## config.mk

```make
export PLATFORM = sky130hd
export DESIGN_NAME = conv3x3_engine
export DESIGN_NICKNAME = d
export VERILOG_FILES = /design/src/rtl/conv3x3_engine.sv
export SDC_FILE = /design/constraint.sdc
export NUM_CORES = 2
export LEC_CHECK = 0
export CAP_MARGIN = 0
export CORE_MARGIN = 2
export CORE_UTILIZATION = 45
export CTS_CLUSTER_DIAMETER = 120
export CTS_CLUSTER_SIZE = 25
export DETAILED_ROUTE_END_ITERATION = 8
export GPL_ROUTABILITY_DRIVEN = 0
export PLACE_DENSITY = 0.6
export SLEW_MARGIN = 30
export SYNTH_ARGS = -nofsm -noshare
export SYNTH_HDL_FRONTEND = slang
export SYNTH_SLANG_ARGS = --single-unit
```

## constraint.sdc

```tcl
create_clock -name CLK -period 8.5 [get_ports CLK]
set_input_delay 1.275 -clock CLK [delete_from_list [all_inputs] [get_ports CLK]]
set_output_delay 1.275 -clock CLK [all_outputs]
set_load 0.03 [all_outputs]
```

## src/rtl/conv3x3_engine.sv

```systemverilog
// conv3x3_engine: four-stage 3x3 window convolution engine.
// Modes: 0 = Sobel binary edge, 1 = Sobel magnitude, 2 = box blur /9,
// 3 = Gaussian blur /16. A saturating counter tracks delivered edge pixels.
//
// Handshake: a window transfers in on a clock edge where DATA_VALID and
// IN_READY are both high. A result transfers out on a clock edge where
// DATAOUT_VALID and OUT_READY are both high. One global enable moves the
// whole pipeline. It is high when the output register is empty or is being
// drained this cycle, and IN_READY is that enable. While the enable is low,
// every stage holds its data, valid, mode and threshold. The output
// therefore stays stable until the downstream side takes it.
module conv3x3_engine #(
    parameter int PIX_W = 8,
    parameter int SQ_W  = 2*PIX_W+6,
    parameter int CNT_W = 20
) (
    input  logic               CLK,
    input  logic               RST_N,
    input  logic [9*PIX_W-1:0] PIXEL_DATA,
    input  logic               DATA_VALID,
    output logic               IN_READY,
    input  logic [1:0]         MODE,
    input  logic [SQ_W-1:0]    THRESH,
    output logic [PIX_W-1:0]   DATAOUT,
    output logic               DATAOUT_VALID,
    input  logic               OUT_READY,
    input  logic               CNT_CLR,
    output logic [CNT_W-1:0]   EDGE_COUNT
);
    // Signed width for gx, gy and the blur sums; it covers 16*(2^PIX_W-1).
    localparam int SW = PIX_W + 5;

    localparam logic [1:0] M_SOBEL_BIN = 2'd0;
    localparam logic [1:0] M_SOBEL_MAG = 2'd1;
    localparam logic [1:0] M_BOX       = 2'd2;

    // Left-shift amounts that give the Gaussian weights 1 2 1 / 2 4 2 / 1 2 1.
    localparam int G_SH [9] = '{0, 1, 0, 1, 2, 1, 0, 1, 0};

    logic en;
    assign en       = ~DATAOUT_VALID | OUT_READY;
    assign IN_READY = en;

    // ---------------- S1: signed products ----------------
    logic signed [SW-1:0] px    [9];
    logic signed [SW-1:0] p1_gx [6];
    logic signed [SW-1:0] p1_gy [6];
    logic signed [SW-1:0] p1_gs [9];

    logic signed [SW-1:0] s1_gx [6];
    logic signed [SW-1:0] s1_gy [6];
    logic signed [SW-1:0] s1_gs [9];
    logic signed [SW-1:0] s1_bx [9];
    logic                 s1_v;
    logic [1:0]           s1_mode;
    logic [SQ_W-1:0]      s1_thresh;

    // Zero-extend the pixels and form the non-zero kernel terms.
    always_comb begin
        for (int k = 0; k < 9; k++) begin
            px[k]    = $signed({5'b0, PIXEL_DATA[k*PIX_W +: PIX_W]});
            p1_gs[k] = px[k] <<< G_SH[k];
        end
        p1_gx[0] = px[0];
        p1_gx[1] = -px[2];
        p1_gx[2] = px[3] <<< 1;
        p1_gx[3] = -(px[5] <<< 1);
        p1_gx[4] = px[6];
        p1_gx[5] = -px[8];
        p1_gy[0] = px[0];
        p1_gy[1] = px[1] <<< 1;
        p1_gy[2] = px[2];
        p1_gy[3] = -px[6];
        p1_gy[4] = -(px[7] <<< 1);
        p1_gy[5] = -px[8];
    end

    // S1 register: the products, with mode and threshold captured at transfer.
    always_ff @(posedge CLK or negedge RST_N) begin
        if (!RST_N) begin
            for (int i = 0; i < 6; i++) begin
                s1_gx[i] <= '0;
                s1_gy[i] <= '0;
            end
            for (int i = 0; i < 9; i++) begin
                s1_gs[i] <= '0;
                s1_bx[i] <= '0;
            end
            s1_v      <= 1'b0;
            s1_mode   <= '0;
            s1_thresh <= '0;
        end else if (en) begin
            s1_gx     <= p1_gx;
            s1_gy     <= p1_gy;
            s1_gs     <= p1_gs;
            s1_bx     <= px;
            s1_v      <= DATA_VALID;
            s1_mode   <= MODE;
            s1_thresh <= THRESH;
        end
    end

    // ---------------- S2: adder tree ----------------
    logic signed [SW-1:0] sum_gx, sum_gy, sum_gs, sum_bx;
    logic signed [SW-1:0] s2_gx, s2_gy, s2_gs, s2_bx;
    logic                 s2_v;
    logic [1:0]           s2_mode;
    logic [SQ_W-1:0]      s2_thresh;

    // Reduce each product set to one signed sum.
    always_comb begin
        sum_gx = '0;
        sum_gy = '0;
        sum_gs = '0;
        sum_bx = '0;
        for (int i = 0; i < 6; i++) begin
            sum_gx = sum_gx + s1_gx[i];
            sum_gy = sum_gy + s1_gy[i];
        end
        for (int i = 0; i < 9; i++) begin
            sum_gs = sum_gs + s1_gs[i];
            sum_bx = sum_bx + s1_bx[i];
        end
    end

    // S2 register: the four sums, with mode and threshold.
    always_ff @(posedge CLK or negedge RST_N) begin
        if (!RST_N) begin
            s2_gx     <= '0;
            s2_gy     <= '0;
            s2_gs     <= '0;
            s2_bx     <= '0;
            s2_v      <= 1'b0;
            s2_mode   <= '0;
            s2_thresh <= '0;
        end else if (en) begin
            s2_gx     <= sum_gx;
            s2_gy     <= sum_gy;
            s2_gs     <= sum_gs;
            s2_bx     <= sum_bx;
            s2_v      <= s1_v;
            s2_mode   <= s1_mode;
            s2_thresh <= s1_thresh;
        end
    end

    // ---------------- S3: per-mode arithmetic ----------------
    logic signed [SQ_W-1:0] gx_w, gy_w;
    logic [SW-1:0]          abs_gx, abs_gy, box_u, gs_u;
    logic [SQ_W-1:0]        s3_val_d;
    logic [SQ_W-1:0]        s3_val;
    logic                   s3_v;
    logic [1:0]             s3_mode;
    logic [SQ_W-1:0]        s3_thresh;

    // Mode 0 forms gx^2+gy^2 and mode 1 forms |gx|+|gy|. The blur modes
    // divide their sums. All modes share one wide result field.
    always_comb begin
        gx_w     = SQ_W'(s2_gx);
        gy_w     = SQ_W'(s2_gy);
        abs_gx   = (s2_gx < 0) ? $unsigned(-s2_gx) : $unsigned(s2_gx);
        abs_gy   = (s2_gy < 0) ? $unsigned(-s2_gy) : $unsigned(s2_gy);
        box_u    = $unsigned(s2_bx);
        gs_u     = $unsigned(s2_gs);
        s3_val_d = '0;
        case (s2_mode)
            M_SOBEL_BIN: s3_val_d = $unsigned(gx_w * gx_w) + $unsigned(gy_w * gy_w);
            M_SOBEL_MAG: s3_val_d = SQ_W'(abs_gx + abs_gy);
            M_BOX:       s3_val_d = SQ_W'(box_u / SW'(9));
            default:     s3_val_d = SQ_W'((gs_u + SW'(8)) >> 4);
        endcase
    end

    // S3 register: the mode result, with mode and threshold.
    always_ff @(posedge CLK or negedge RST_N) begin
        if (!RST_N) begin
            s3_val    <= '0;
            s3_v      <= 1'b0;
            s3_mode   <= '0;
            s3_thresh <= '0;
        end else if (en) begin
            s3_val    <= s3_val_d;
            s3_v      <= s2_v;
            s3_mode   <= s2_mode;
            s3_thresh <= s2_thresh;
        end
    end

    // ---------------- S4: output register ----------------
    logic [PIX_W-1:0] out_d;
    logic [1:0]       out_mode;

    // Mode 0 applies a strict threshold and mode 1 saturates.
    // The blur results already fit in one pixel.
    always_comb begin
        out_d = '0;
        case (s3_mode)
            M_SOBEL_BIN: out_d = (s3_val > s3_thresh) ? '1 : '0;
            M_SOBEL_MAG: out_d = (|s3_val[SQ_W-1:PIX_W]) ? '1 : s3_val[PIX_W-1:0];
            default:     out_d = s3_val[PIX_W-1:0];
        endcase
    end

    // S4 register: the result pixel, its valid, and its mode for the edge counter.
    always_ff @(posedge CLK or negedge RST_N) begin
        if (!RST_N) begin
            DATAOUT       <= '0;
            DATAOUT_VALID <= 1'b0;
            out_mode      <= '0;
        end else if (en) begin
            DATAOUT       <= out_d;
            DATAOUT_VALID <= s3_v;
            out_mode      <= s3_mode;
        end
    end

    // ---------------- Edge statistics ----------------
    logic edge_hit;
    assign edge_hit = DATAOUT_VALID & OUT_READY & (out_mode == M_SOBEL_BIN) & (&DATAOUT);

    // The counter counts each delivered edge pixel once and saturates at the top.
    // A clear wins over an increment in the same cycle.
    always_ff @(posedge CLK or negedge RST_N) begin
        if (!RST_N) begin
            EDGE_COUNT <= '0;
        end else if (CNT_CLR) begin
            EDGE_COUNT <= '0;
        end else if (edge_hit && !(&EDGE_COUNT)) begin
            EDGE_COUNT <= EDGE_COUNT + 1'b1;
        end
    end

endmodule

```

==> qor.yml <==
cts:
  ctsResizeCount: 0
  htreeDepth: 1
  clk_transition_reported_paths_ns: 0.11
  tritoncts: "yes"
  hold_buffers: 0
  cts_setup_buffers: 0
  clock_sinks: 303
  clk_path_buf_depth: 3
  cts_buffers: 16
  clock_latency_ns: 0.54
  clock-root-buffer: "clkbuf_16"
routing:
  drt_wl_total_mm: 77.6
  dr.pass1.iters: 8
  vias_per_cell: 5.19
  wl_per_cell_um: 18.7
  drc_errors: 0
  antenna_left: 0
  initialDrtViolationCount: 1291
  vias: 21533
sta:
  finalSetupTns_ns: 0
  relSlewSlack: 0.429
  slew_viol_final: 0
  fin_crit_sh: 0.873
  clock_skew_ns: 0.0309
  setup_viol: 0
  rsz0062_at_grt: "no"
  layout_min_cycle_time_ns: 7.42
  hold_violations: 0
  worstMarginPinSlew_ns: 0.850
  max_freq_mhz: 135
min_path:
  hold_depth: 1
  hold_start: "s3_v"
  min_to: "DATAOUT_VALID"
  min_path_type: "register to register"
yosys:
  synth.most_common_cell: "nand2_1"
  synth-simple-area-share: 0.140
  synth.cell_area_um2: 30400
  synth_area_leaders: "fa_1, dfrtp_1, ha_1, nand2_1, inv_1"
  yosys_warnings: 0
  synthArstFlopShare: 1.00
  syn_nets: 3996
  yosysTopAreaCell: "fa_1"
  synth_top_flop_cell: "dfrtp_1"
  synth-seq-area-share: 0.250
  muxShareOfSynthArea: 0.00811
  yosys_register_bits: 303
  synth_xor_area_frac: 0.0522
  syn_area_per_cell_um2: 9.40
  synthDistinctLibCells: 82
  yosys.area.top_type_share: 0.289
  synth_common_cells: "nand2_1, inv_1, fa_1"
  synth_compound_area_frac: 0.0865
  syn_inst: 3233
  synthAdderAreaFrac: 0.381
  synth_top_family_by_area: "adder cells"
  synth_edf_count: 0
worst_setup_path:
  rr_worst_depth: 27
  cp.required_ns: 8.95
  crit_fanout: 16
  crit_type: "register to register"
  r2r_end: "s3_val[20]"
  end_kind: "register"
  startpoint_type: "register"
  arrival_ns: 7.87
  r2r_slack_ns: 1.08
  r2r-start: "s2_gy[5]"
die:
  start_util: 0.453
  num_rows: 95
  die_h_um: 264
  die-width_um: 264
  io_pins: 131
  dieArea_um2: 69600
  core-area_um2: 67000
status:
  status: "completed"
global_routing:
  track_usage: 0.229
  antenna_found_initial: 1
  grt_overflow_total: 0
  grt_max_degree: 182
  grt_pass1_wl_mm: 126
  grt_pass1_vias: 22866
placement:
  port_buffers: 130
  hpwl_mm: 63.9
finish:
  syn_to_final_growth_pct: 8.40
  fill_cells: 6350
  n_antenna_cell: 0
  nNetsFinal: 4039
  drive_gt1_frac: 0.0195
flow_run:
  drv_cap: 0
## cells by family after synthesis
| group | Yosys count |
|---|---|
| compound gates | 421 |
| xor+xnor | 181 |
| fa+ha+maj | 662 |
| buf+inv | 663 |
| flops | 303 |
| mux | 16 |
| other cells | 1 |
| simple gates | 986 |
## registers in the layout (all words and copies together), names as in the netlist
signal         flops
s1_bx             67
s1_gy             36
s1_gx             24
s1_thresh         22
s2_thresh         22
s3_thresh         22
s3_val            22
EDGE_COUNT        20
s2_gx             13
s2_gy             13
box_u             12
gs_u              10
DATAOUT            8
out_mode           2
s1_mode            2
s2_mode            2
s3_mode            2
DATAOUT_VALID      1
s1_v               1
s2_v               1
s3_v               1
## stage by stage
step | setup WS (ns) | utilization | area, um2 | hold slack, ns | cells
6_report | 1.08 | 0.491 | 32900 | 0.467 | 4151
5_1_grt | 0.580 | 0.491 | 32900 | 0.506 | 4151
4_1_cts | 1.18 | 0.491 | 32900 | 0.470 | 4151
3_5_place_dp | 1.22 | 0.484 | 32500 | 0.448 | 4131
3_3_place_gp | 1.33 | 0.484 | 32500 | 0.442 | 4131
2_1_floorplan | 1.65 | - | 30400 | 0.430 | 3233
## metal layers
layer | wire (um) | global-route usage
met1 | 35400 | 0.324
met2 | 37100 | 0.384
met3 | 3500 | 0.0227
met4 | 1630 | 0.0444
met5 | 13 | 0
## layout make-up
cell class | instances | area [um2] | share of cell area
well taps | 873 | 1090 | 0.0332
flip-flops and latches | 303 | 7580 | 0.230
clock buffers | 17 | 425 | 0.0129
multi-input cells | 2267 | 20300 | 0.617
inverters | 546 | 2060 | 0.0626
repair buffers | 142 | 1430 | 0.0433
clock inverters | 3 | 31.3 | 0.000950
## how the worst max path moves through the flow
stage / from / end / depth (start not counted)
global placement: s2_gy[5] / s3_val[20] / 27
global route: s2_gy[5] / s3_val[20] / 27
finish: s2_gy[5] / s3_val[20] / 27
CTS: s2_gy[5] / s3_val[20] / 27
floorplan: s2_gy[3] / s3_val[20] / 25
detailed placement: s2_gy[5] / s3_val[20] / 27
## cell usage in the layout (no fill, tap or decap), types with 27 or more instances in the layout
master / count
nor2_1: 191
o21ai_0: 116
dfrtp_1: 303
and2_1: 67
fa_1: 439
nand2_1: 569
xnor2_1: 123
o21a_1: 27
a21oi_1: 139
clkdlybuf4s50_1: 129
xor2_1: 58
inv_1: 542
ha_1: 223
## critical path: stages (launching register included)
cell and delay [ns]:
dfrtp_1 0.73, inv_1 0.20, nor2_1 0.31, fa_1 0.48
inv_1 0.09, fa_1 0.42, inv_1 0.07, ha_1 0.23
ha_1 0.28, inv_1 0.05, fa_1 0.50, fa_1 0.55
inv_1 0.05, fa_1 0.47, ha_1 0.35, nor2b_1 0.14
o21ai_0 0.20, a21boi_0 0.12, o21ai_0 0.25, a21boi_0 0.16
o21ai_0 0.23, a21boi_0 0.15, o21ai_0 0.23, a21oi_1 0.14
o21a_1 0.22, o31a_1 0.27, or3_1 0.36, nand3_1 0.09
Power is not shown: default switching activity piles up to over one toggle a cycle in this logic, so the estimate is an artifact.
